<file path="src/rtl/vga_timing_ctrl_if.sv">
// Signal bundle between the VGA timing controller, its panel/pixel source and the DAC side.
// master = timing controller, slave = panel stage plus display consumer.
interface vga_timing_ctrl_if;
   logic [23:0] pix_data;
   logic [9:0]  pos_x;
   logic [9:0]  pos_y;
   logic        frame_start;
   logic        hsync;
   logic        vsync;
   logic        video_on;
   logic [23:0] rgb_out;

   modport master (
      input  pix_data,
      output pos_x, pos_y, frame_start, hsync, vsync, video_on, rgb_out
   );

   modport slave (
      output pix_data,
      input  pos_x, pos_y, frame_start, hsync, vsync, video_on, rgb_out
   );
endinterface

</file>
<file path="src/rtl/vga_timing_ctrl.sv">
// Free-running VGA raster timing: pixel request coordinates, delayed syncs/enable and the
// registered output colour, all aligned PIPE_DELAY clocks after the request.
module vga_timing_ctrl #(
   parameter int unsigned H_ACTIVE   = 640,
   parameter int unsigned H_FRONT    = 16,
   parameter int unsigned H_SYNC     = 96,
   parameter int unsigned H_BACK     = 48,
   parameter int unsigned V_ACTIVE   = 480,
   parameter int unsigned V_FRONT    = 10,
   parameter int unsigned V_SYNC     = 2,
   parameter int unsigned V_BACK     = 33,
   parameter int unsigned PIPE_DELAY = 2
) (
   input  logic             vga_clk,
   input  logic             rst_n,
   vga_timing_ctrl_if.master bus
);

   localparam int unsigned H_TOTAL = H_ACTIVE + H_FRONT + H_SYNC + H_BACK;
   localparam int unsigned V_TOTAL = V_ACTIVE + V_FRONT + V_SYNC + V_BACK;
   localparam int unsigned HW      = (H_TOTAL > 1) ? $clog2(H_TOTAL) : 1;
   localparam int unsigned VW      = (V_TOTAL > 1) ? $clog2(V_TOTAL) : 1;

   localparam logic [HW-1:0] HActEnd  = HW'(H_ACTIVE);
   localparam logic [HW-1:0] HSyncBeg = HW'(H_ACTIVE + H_FRONT);
   localparam logic [HW-1:0] HSyncEnd = HW'(H_ACTIVE + H_FRONT + H_SYNC);
   localparam logic [HW-1:0] HMax     = HW'(H_TOTAL - 1);
   localparam logic [VW-1:0] VActEnd  = VW'(V_ACTIVE);
   localparam logic [VW-1:0] VSyncBeg = VW'(V_ACTIVE + V_FRONT);
   localparam logic [VW-1:0] VSyncEnd = VW'(V_ACTIVE + V_FRONT + V_SYNC);
   localparam logic [VW-1:0] VMax     = VW'(V_TOTAL - 1);

   logic [HW-1:0]         r_h_cnt;
   logic [VW-1:0]         r_v_cnt;
   logic [PIPE_DELAY-1:0] r_hs_pipe;
   logic [PIPE_DELAY-1:0] r_vs_pipe;
   logic [PIPE_DELAY-1:0] r_de_pipe;
   logic [23:0]           r_rgb;

   logic                  w_h_act;
   logic                  w_v_act;
   logic                  w_de_req;
   logic                  w_hs_req;
   logic                  w_vs_req;
   logic [PIPE_DELAY:0]   w_hs_chain;
   logic [PIPE_DELAY:0]   w_vs_chain;
   logic [PIPE_DELAY:0]   w_de_chain;

   always_ff @(posedge vga_clk or negedge rst_n) begin
      if (!rst_n) begin
         r_h_cnt <= '0;
         r_v_cnt <= '0;
      end else if (r_h_cnt == HMax) begin
         r_h_cnt <= '0;
         r_v_cnt <= (r_v_cnt == VMax) ? '0 : r_v_cnt + VW'(1);
      end else begin
         r_h_cnt <= r_h_cnt + HW'(1);
      end
   end

   always_comb begin
      w_h_act  = (r_h_cnt < HActEnd);
      w_v_act  = (r_v_cnt < VActEnd);
      w_de_req = w_h_act && w_v_act;
      w_hs_req = !((r_h_cnt >= HSyncBeg) && (r_h_cnt < HSyncEnd));
      w_vs_req = !((r_v_cnt >= VSyncBeg) && (r_v_cnt < VSyncEnd));
   end

   // Bit 0 of each chain is the live request, bit k the copy k clocks old.
   assign w_hs_chain = {r_hs_pipe, w_hs_req};
   assign w_vs_chain = {r_vs_pipe, w_vs_req};
   assign w_de_chain = {r_de_pipe, w_de_req};

   always_ff @(posedge vga_clk or negedge rst_n) begin
      if (!rst_n) begin
         r_hs_pipe <= '1;
         r_vs_pipe <= '1;
         r_de_pipe <= '0;
         r_rgb     <= '0;
      end else begin
         r_hs_pipe <= w_hs_chain[PIPE_DELAY-1:0];
         r_vs_pipe <= w_vs_chain[PIPE_DELAY-1:0];
         r_de_pipe <= w_de_chain[PIPE_DELAY-1:0];
         // Panel answers PIPE_DELAY-1 clocks after request; gate with the enable of that age.
         r_rgb     <= w_de_chain[PIPE_DELAY-1] ? bus.pix_data : 24'h000000;
      end
   end

   assign bus.pos_x       = w_h_act ? 10'(r_h_cnt) : 10'd0;
   assign bus.pos_y       = w_v_act ? 10'(r_v_cnt) : 10'd0;
   assign bus.frame_start = (r_h_cnt == '0) && (r_v_cnt == '0);
   assign bus.hsync       = r_hs_pipe[PIPE_DELAY-1];
   assign bus.vsync       = r_vs_pipe[PIPE_DELAY-1];
   assign bus.video_on    = r_de_pipe[PIPE_DELAY-1];
   assign bus.rgb_out     = r_rgb;

endmodule

</file>
<file path="src/flat_wrapper.sv">
// flat-port wrapper written by rule: the top's interface ports become plain ports
module vga_timing_ctrl_flat 
#(
   parameter int unsigned H_ACTIVE   = 640,
   parameter int unsigned H_FRONT    = 16,
   parameter int unsigned H_SYNC     = 96,
   parameter int unsigned H_BACK     = 48,
   parameter int unsigned V_ACTIVE   = 480,
   parameter int unsigned V_FRONT    = 10,
   parameter int unsigned V_SYNC     = 2,
   parameter int unsigned V_BACK     = 33,
   parameter int unsigned PIPE_DELAY = 2
)
  (vga_clk, rst_n, bus_pix_data, bus_pos_x, bus_pos_y, bus_frame_start, bus_hsync, bus_vsync, bus_video_on, bus_rgb_out);
  vga_timing_ctrl_if bus_i ();
  input  logic vga_clk;
  input  logic rst_n;
  input wire logic [$bits(bus_i.pix_data)-1:0] bus_pix_data;
  output wire logic [$bits(bus_i.pos_x)-1:0] bus_pos_x;
  output wire logic [$bits(bus_i.pos_y)-1:0] bus_pos_y;
  output wire logic [$bits(bus_i.frame_start)-1:0] bus_frame_start;
  output wire logic [$bits(bus_i.hsync)-1:0] bus_hsync;
  output wire logic [$bits(bus_i.vsync)-1:0] bus_vsync;
  output wire logic [$bits(bus_i.video_on)-1:0] bus_video_on;
  output wire logic [$bits(bus_i.rgb_out)-1:0] bus_rgb_out;
  assign bus_i.pix_data = bus_pix_data;
  assign bus_pos_x = bus_i.pos_x;
  assign bus_pos_y = bus_i.pos_y;
  assign bus_frame_start = bus_i.frame_start;
  assign bus_hsync = bus_i.hsync;
  assign bus_vsync = bus_i.vsync;
  assign bus_video_on = bus_i.video_on;
  assign bus_rgb_out = bus_i.rgb_out;
  vga_timing_ctrl #(.H_ACTIVE(H_ACTIVE), .H_FRONT(H_FRONT), .H_SYNC(H_SYNC), .H_BACK(H_BACK), .V_ACTIVE(V_ACTIVE), .V_FRONT(V_FRONT), .V_SYNC(V_SYNC), .V_BACK(V_BACK), .PIPE_DELAY(PIPE_DELAY)) u_core (.vga_clk(vga_clk), .rst_n(rst_n), .bus(bus_i));
endmodule
</file>
<file path="config.mk">
export PLATFORM = sky130hd
export DESIGN_NAME = vga_timing_ctrl_flat
export DESIGN_NICKNAME = d
export VERILOG_FILES = /design/src/rtl/vga_timing_ctrl_if.sv /design/src/rtl/vga_timing_ctrl.sv /design/src/flat_wrapper.sv
export SDC_FILE = /design/constraint.sdc
export NUM_CORES = 1
export LEC_CHECK = 0
export BUFFER_PORTS_ARGS = -buffer_cell sky130_fd_sc_hd__buf_2
export CAP_MARGIN = 20
export CORE_MARGIN = 8
export CORE_UTILIZATION = 53
export DETAILED_ROUTE_END_ITERATION = 10
export HOLD_SLACK_MARGIN = 0.08
export PLACE_DENSITY = 0.87
export SLEW_MARGIN = 20
export SYNTH_ARGS = -nofsm -noshare
export SYNTH_HDL_FRONTEND = slang
export SYNTH_SLANG_ARGS = --single-unit
</file>
<file path="constraint.sdc">
create_clock -name vga_clk -period 2.4 [get_ports vga_clk]
set_input_delay 0.72 -clock vga_clk [delete_from_list [all_inputs] [get_ports vga_clk]]
set_output_delay 0.72 -clock vga_clk [all_outputs]
set_load 0.02 [all_outputs]
</file>
==> results of run 1 <==
[worst register-to-register path: stages (launching register included)]
cell and delay [ns]:
dfrtp_1 0.36, buf_4 0.13, ha_1 0.22, and3_1 0.27, and4_4 0.36, nand4_1 0.14, xnor2_1 0.14
[final cells by class]
class	instances	area (um2)	area share [%]
Clock buffer	6	82.6	2.99
Clock inverter	2	12.5	0.453
Inverter	9	33.8	1.22
Multi-Input combinational cell	130	871	31.5
Sequential cell	50	1260	45.5
Tap cell	50	62.6	2.27
Timing Repair Buffer	81	443	16.0
[synthesized netlist by cell type, types with 5 or more instances]
library cell / instances
o21ai_1: 5
nor3_1: 5
nand2_1: 5
clkbuf_1: 5
inv_1: 9
nand3_1: 15
nor4_1: 5
and2_1: 36
nor2_1: 9
xnor2_1: 5
dfrtp_1: 46
[repair_timing]
| action | 4_1_cts | 5_1_grt |
|---|---|---|
| gates resized for setup | 2 | 2 |
| setup endpoints to repair | 1 | 6 |
| setup buffers | 2 | 0 |
| hold buffers | 0 | 0 |
[per-layer routing]
metal	GRT usage (%)	vias to the layer above	share of wire (%)
met5	0	-	0
met3	5.92	6	14
met1	19.0	802	42
met2	24.4	81	43
li1	-	821	-
met4	4.91	0	0.95
[worst paths after layout]
check                      slack (ns)  cells after the start           startpoint                      to
max reg2reg                      0.67                      6    u_core.r_h_cnt[0]       u_core.r_v_cnt[8]
max in group asynchronous        1.42                      2                rst_n     u_core.r_vs_pipe[1]
max                             -0.02                      5    u_core.r_h_cnt[1]         bus_frame_start
min                              0.36                      0  u_core.r_vs_pipe[0]     u_core.r_vs_pipe[1]
min in group asynchronous        0.39                      1                rst_n  u_core.bus.rgb_out[13]
min reg2reg                      0.36                      0  u_core.r_vs_pipe[0]     u_core.r_vs_pipe[1]
[state kept, by name, summed over array words and instances, names as in the netlist]
name / flops
u_core.bus.rgb_out: 24
u_core.r_de_pipe: 2
u_core.r_h_cnt: 10
u_core.r_hs_pipe: 2
u_core.r_v_cnt: 10
u_core.r_vs_pipe: 2
[stage by stage]
step,instances,total power [mW]
global route,328,1.53
floorplan,200,0.928
finish,328,1.47
CTS,328,1.49
global placement,318,0.987
detailed placement,318,0.990
[logic make-up (layout without fill, tap and decap cells)]
logic type	after synthesis	after routing	synth area share, %
AO/OA/AOI/OAI	13	13	3.45
XOR/XNOR	10	10	4.30
adder cells (fa/ha/maj)	4	4	2.26
buffers and inverters	20	98	4.41
flip-flops	50	50	56.8
other	1	1	0.170
AND/OR/NAND/NOR	102	102	28.6
[where the power goes]
part	switching, mW	internal, mW	leakage [nW]	total (mW)
clock network	0.269	0.232	0.0472	0.501
registers	0.00471	0.862	0.604	0.867
logic	0.0625	0.0415	0.693	0.104
total	0.336	1.14	1.34	1.47
==> flow_metrics.tcl, run 1 <==
set metrics [dict create \
    drt-initial-drc-count 44 \
    ys_seq_area_share_pct 56.8 \
    crit_buf_inv 2 \
    ant_nets 0 \
    syn-num-nets 230 \
    cp.arrival_ns 1.70 \
    syn-cell-area_um2 2210 \
    fin_hold_ws_ns 0.361 \
    numCtsBuffers 5 \
    p_leak_nw 1.34 \
    io_buffers 72 \
    grt_pass1_wl_um 8030 \
    syn_inst 200 \
    max-cap-violations 0 \
    die_height_um 80.6 \
    clock_sinks 50 \
    timing.fmax_mhz 413 \
    final_area_um2 2760 \
    placed_area_um2 2640 \
    cts_root_buffer "clkbuf_8" \
    crit_type "reg2out" \
    clk_path_buf_depth 2 \
    routabilityCongestion 0.830 \
    fin_ws_ns -0.0206 \
    dieArea_um2 6490 \
    std_cell_rows 23 \
    finalCoreUtilization_pct 69.0 \
    cp_top_family "simple AND/OR/NAND/NOR gates" \
    layout.nets 307 \
    violations "setup timing" \
    outcome "finished, violations left" \
    vias_per_cell 5.21 \
    slowest_delay_ns 0.48 \
    track_usage_pct 15.5 \
    yosys_warnings 0 \
    setup_viol 1 \
    initial_utilization_pct 55.3 \
    synth.avg_cell_area_um2 11.1 \
    cp_slowest_cell "or4b_1" \
    end_kind "output port" \
    layout_commonest_cell "buf_2" \
    dpl.hpwl_um 3660 \
    post-route-min-period_ns 2.42 \
    vias 1710 \
    ys.flop_type "dfrtp_1" \
    hold_viol_final 0 \
    insertion_delay_ns 0.30 \
    tns_ns -0.0206 \
    synth_top_area_cell "dfrtp_1" \
    cts_tree "yes" \
    fill_cells 292 \
    grt_setup_unrepaired "yes" \
    p_per_area_nw_per_um2 533 \
    antenna_found_initial 0 \
    drc 0 \
    n_antenna_cell 0 \
    drive_gt1_share_pct 37.8 \
    die_w_um 80.6 \
    core_um2 4000 \
    cp.required_ns 1.68 \
    tightest_slew_ns 0.525 \
    synth_cell_types 41 \
    min_path_type "reg2reg" \
    yosysTopAreaCellShare_pct 52.1 \
    path_max_fanout 2 \
    grt_max_degree 28 \
    slew_headroom_pct 65.0 \
    slew_viol_final 0 \
    final_cell_mix "buf_2 (71), dfrtp_1 (46), and2_1 (36)" \
    crit_chain "inv_1, ha_1, or4b_1, nor3_2, buf_4" \
    area_delta_synth_final_pct 24.9 \
    post_drt_wl_per_cell_um 15.0 \
    cts.clk_slew.worst_paths_ns 0.09 \
    min_period_over_period_pct 101 \
    pre_cts_ws_ns 0.249 \
    synth-seq-cells 50 \
    ir_drop_uv 250 \
    gr-total-overflow 0 \
    grt_pass1_vias 1759 \
    drt-pass1-iter-count 4 \
    ioPinCount 74 \
    synth-async-reset-ratio_pct 100 \
    finalClockSkew_ns 0.00883 \
    wl_um 4920 \
    startpoint_type "flip-flop" \
    ctsHtreeMaxLevel 2 \
    synth.area.top_cells "dfrtp_1 (52%), and2_1 (10%), dfstp_2 (4.8%)" \
    synth_edf_count 0 \
]
Power figures use the tool's default switching activity.
==> run 2: changes to the inputs <==
- CORE_UTILIZATION: 53 -> 56
- CTS_BUF_LIST: unset -> sky130_fd_sc_hd__clkbuf_8
==> run 2 against run 1 <==
The flow now finishes without violations. Via count is 0.12% lower. Largest power group unchanged. Worst hold slack better by 0.0020 ns. Sequential share of layout area is 0.74 points lower.
==> flow_metrics.tcl, run 2 (synthesized netlist as in run 1, its figures left out) <==
set metrics [dict create \
    wl_um 5090 \
    die_height_um 78.8 \
    p_per_area_nw_per_um2 557 \
    fin_ws_ns 0.0459 \
    crit_type "reg2out" \
    fill_cells 282 \
    outcome "completed" \
    numCtsBuffers 5 \
    post-route-min-period_ns 2.35 \
    largest_reg_flops 24 \
    drt-initial-drc-count 45 \
    dieArea_um2 6210 \
    cp.required_ns 1.68 \
    timing.fmax_mhz 425 \
    area_delta_synth_final_pct 27.2 \
    finalClockSkew_ns 0.00858 \
    drc 0 \
    grt_pass1_vias 1647 \
    final_cell_mix "buf_2 (71), dfrtp_1 (44), and2_1 (36)" \
    p_total_mw 1.57 \
    vias_per_cell 5.19 \
    std_cell_rows 23 \
    drt-pass1-iter-count 4 \
    tightest_slew_ns 0.520 \
    insertion_delay_ns 0.30 \
    startpoint_type "flip-flop" \
    layout.nets 308 \
    dpl.hpwl_um 3670 \
    min_path_type "reg2reg" \
    cts_root_buffer "clkbuf_8" \
    cts_tree "yes" \
    clock_sinks 50 \
    post_drt_wl_per_cell_um 15.5 \
    core_um2 3880 \
    crit_chain "inv_1, ha_1, or4b_4, nor3_4, buf_6" \
    cp_slowest_cell "or4b_4" \
    pre_cts_ws_ns 0.260 \
    slew_viol_final 0 \
    holdBufCountCts 0 \
    max-cap-violations 0 \
    fin_hold_ws_ns 0.363 \
    cts.clk_slew.worst_paths_ns 0.10 \
    gr-total-overflow 0 \
    track_usage_pct 16.1 \
    ant_nets 0 \
    drive_gt1_share_pct 39.1 \
    grt_max_degree 28 \
    setup_viol 0 \
    grt_setup_unrepaired "yes" \
    p_leak_nw 1.36 \
    hold_viol_final 0 \
    slew_headroom_pct 65.3 \
    routabilityCongestion 0.776 \
    ctsHtreeMaxLevel 2 \
    io_buffers 72 \
    grt_pass1_wl_um 8060 \
    ir_drop_uv 330 \
    layout_commonest_cell "buf_2" \
    end_kind "output port" \
    finalCoreUtilization_pct 72.4 \
    initial_utilization_pct 56.9 \
    vias 1708 \
    ioPinCount 74 \
    path_max_fanout 2 \
    slowest_delay_ns 0.47 \
    tns_ns 0 \
    min_period_over_period_pct 98.1 \
    cp.arrival_ns 1.63 \
    n_antenna_cell 0 \
    clk_path_buf_depth 2 \
    antenna_found_initial 0 \
    die_w_um 78.8 \
]
==> run 2: changes by cell type in the layout (fill, tap and decap cells not counted), sizes merged <==
cell and delta:
clkinvlp +1, clkinv -1, clkbuf -1, buf +1, bufinv +1
==> run 2: path summary, 6_finish.rpt <==
path                            cells past startpoint                      to  slack [ns]                start
worst min register to register                      0     u_core.r_vs_pipe[1]        0.36  u_core.r_vs_pipe[0]
worst max-delay path                                5         bus_frame_start        0.05    u_core.r_h_cnt[1]
max in group asynchronous                           2     u_core.r_vs_pipe[1]        1.42                rst_n
min in group asynchronous                           1  u_core.bus.rgb_out[17]        0.39                rst_n
worst max register to register                      6       u_core.r_h_cnt[9]        0.67    u_core.r_h_cnt[0]
worst min-delay path                                0     u_core.r_vs_pipe[1]        0.36  u_core.r_vs_pipe[0]
==> run 2: cell type report <==
class	instances	area [um2]	area share, %
Timing Repair Buffer	82	454	16.1
Tap cell	50	62.6	2.22
Inverter	9	33.8	1.20
Multi-Input combinational cell	130	890	31.6
Clock buffer	5	68.8	2.45
Clock inverter	3	45.0	1.60
Sequential cell	50	1260	44.8
==> run 2: routing by layer <==
metal / GRT usage, % / wire length [um]
met2: 24.4 / 2240
met4: 5.74 / 51
met5: 0 / 0
met3: 5.08 / 496
met1: 21.3 / 2300
==> run 2: report_power, final <==
part	switching, mW	internal (mW)
sequential	0.00430	0.862
combinational	0.0632	0.0416
clock	0.284	0.310
total	0.352	1.21
==> run 2: through the flow <==
step | cell area (um2) | instances
6_report | 2810 | 329
5_1_grt | 2810 | 329
4_1_cts | 2780 | 329
3_5_place_dp | 2640 | 318
3_3_place_gp | 2640 | 318
2_1_floorplan | 2210 | 200
==> run 2: critical path, delay by kind of cell (launching register included) <==
family,cells,cell delay [ns]
simple gates,2,0.61
flops,1,0.40
buf+inv,2,0.20
fa+ha+maj,1,0.12
==> run 2: what timing repair did <==
item	in CTS	in global routing
resized for setup	3	7
endpoints found under the setup margin	1	6
buffers inserted	3	0
pin swaps	0	1
==> run 3: changes to the inputs <==
- clock period: 2.4 -> 3.01 ns (I/O delays scaled with it)
==> run 3 against run 2 <==
Final cell count down 2.4%. Worst hold slack lost 0.0027 ns. First-iteration DRC count rose by 98%. Via count is 3.3% lower. Die area unchanged. Combinational power shrank 22%. Utilization fell by 3.6 points. Critical path type unchanged. Largest cell class unchanged.
==> flow_metrics.tcl, run 3 (synthesized netlist as in run 1, its figures left out) <==
set metrics [dict create \
    grt_max_degree 51 \
    n_antenna_cell 0 \
    cp_top_family "simple AND/OR/NAND/NOR gates" \
    layout.nets 300 \
    min-delay-start "u_core.r_vs_pipe[0]" \
    dpl.hpwl_um 3650 \
    vias_per_cell 5.14 \
    io_buffers 72 \
    slowest_delay_ns 0.44 \
    layout_commonest_cell "buf_2" \
    holdBufCountCts 0 \
    wl_um 4920 \
    ioPinCount 74 \
    drive_gt1_share_pct 34.7 \
    drc 0 \
    largest_reg_flops 24 \
    cts_root_buffer "clkbuf_8" \
    clock_sinks 50 \
    drt-initial-drc-count 89 \
    std_cell_rows 23 \
    fin_ws_ns 0.344 \
    ctsHtreeMaxLevel 2 \
    crit_type "reg2out" \
    core_um2 3880 \
    initial_utilization_pct 56.9 \
    internal_power_mw 0.879 \
    startpoint_type "flip-flop" \
    ir_drop_uv 219 \
    holdPathStages 0 \
    p_leak_nw 1.30 \
    numCtsBuffers 5 \
    p_total_mw 1.15 \
    crit_chain "inv_1, ha_1, or4b_1, nor3_1, buf_2" \
    cts.clk_slew.worst_paths_ns 0.08 \
    timing.fmax_mhz 375 \
    cts_tree "yes" \
    reg2reg_slack_ns 1.32 \
    grt_setup_unrepaired "no" \
    hold_viol_final 0 \
    die_w_um 78.8 \
    power_frac_clock_pct 32.9 \
    crit_buf_inv 2 \
    grt_pass1_wl_um 8260 \
    gr-total-overflow 0 \
    r2r_cells 5 \
    placed_cells_incl_taps 313 \
    cts_setup_buffers 0 \
    final_cell_mix "buf_2 (72), dfrtp_1 (46), and2_1 (36)" \
    die_height_um 78.8 \
    p_comb_share_pct 7.1 \
    insertion_delay_ns 0.30 \
    slew_headroom_pct 59.2 \
    ant_nets 0 \
    switching_power_mw 0.272 \
    power.share.switching_pct 23.6 \
    pre_cts_ws_ns 0.660 \
    track_usage_pct 16.7 \
    post-route-min-period_ns 2.67 \
    tightest_slew_ns 0.612 \
    setup_viol 0 \
    drt-pass1-iter-count 4 \
    finalNonFillerCells 321 \
    tns_ns 0 \
    finalClockSkew_ns 0.00858 \
    cp.required_ns 2.11 \
    cp_slowest_cell "dfrtp_1" \
    min_path_type "reg2reg" \
    dieArea_um2 6210 \
    cp.arrival_ns 1.76 \
    max-cap-violations 0 \
    clk_path_buf_depth 2 \
    r2r_start "u_core.r_h_cnt[0]" \
    grt_pass1_vias 1676 \
    reg2reg_to "u_core.r_h_cnt[9]" \
    outcome "completed" \
    routabilityCongestion 0.781 \
    end_kind "output port" \
    seqPwrFrac_pct 60.0 \
    cts.repair.resized 0 \
    area_delta_synth_final_pct 20.9 \
    path_max_fanout 6 \
    vias 1651 \
    min_period_over_period_pct 88.6 \
    post_drt_wl_per_cell_um 15.3 \
    slew_viol_final 0 \
    p_per_area_nw_per_um2 431 \
    antenna_found_initial 0 \
    whs_endpoint "u_core.r_vs_pipe[1]" \
]
==> run 3: changes by cell type in the layout (fill, tap and decap cells not counted), sizes merged <==
cell / before / now
buf: 82 / 74
inv: 9 / 10
bufinv: 1 / 0
==> run 3: how the worst max path moves through the flow <==
stage / startpoint / endpoint / slack [ns] / cells after the start
after floorplan: u_core.r_v_cnt[6] / bus_frame_start / 0.63 / 4
after global placement: u_core.r_h_cnt[0] / bus_frame_start / 0.69 / 5
after detailed placement: u_core.r_h_cnt[0] / bus_frame_start / 0.66 / 5
after CTS: u_core.r_h_cnt[0] / bus_frame_start / 0.31 / 5
after global routing: u_core.r_v_cnt[6] / bus_pos_y[3] / 0.20 / 5
final: u_core.r_h_cnt[0] / bus_frame_start / 0.34 / 5
==> run 3: cell type report <==
type | instances | area, um2
sequential | 50 | 1260
fill | 311 | 1210
multi-input combinational | 130 | 857
timing repair buffer | 74 | 375
clock buffer | 5 | 68.8
tap | 50 | 62.6
inverter | 9 | 33.8
clock inverter | 3 | 18.8
==> run 3: layer usage <==
metal	GRT usage [%]	share of wire, %	vias up
li1	-	-	805
met1	21.0	44	766
met2	25.2	44	71
met3	6.88	11	9
met4	6.11	1.8	0
met5	0	0	-
==> run 3: power groups by stage <==
stage	Clock (mW)	Combinational [mW]	Sequential [mW]
floorplan	0	0.0130	0.727
global placement	0	0.0814	0.704
detailed placement	0	0.0833	0.705
CTS	0.397	0.0837	0.692
global route	0.413	0.0903	0.693
finish	0.379	0.0814	0.691
==> run 3: per-stage QoR <==
| stage | hold WS (ns) | util (%) | cell area [um2] |
|---|---|---|---|
| 6_report | 0.360 | 68.8 | 2670 |
| 5_1_grt | 0.366 | 68.8 | 2670 |
| 4_1_cts | 0.362 | 68.8 | 2670 |
| 3_5_place_dp | 0.349 | 66.5 | 2580 |
| 3_3_place_gp | 0.347 | 66.5 | 2580 |
| 2_1_floorplan | 0.345 | - | 2210 |
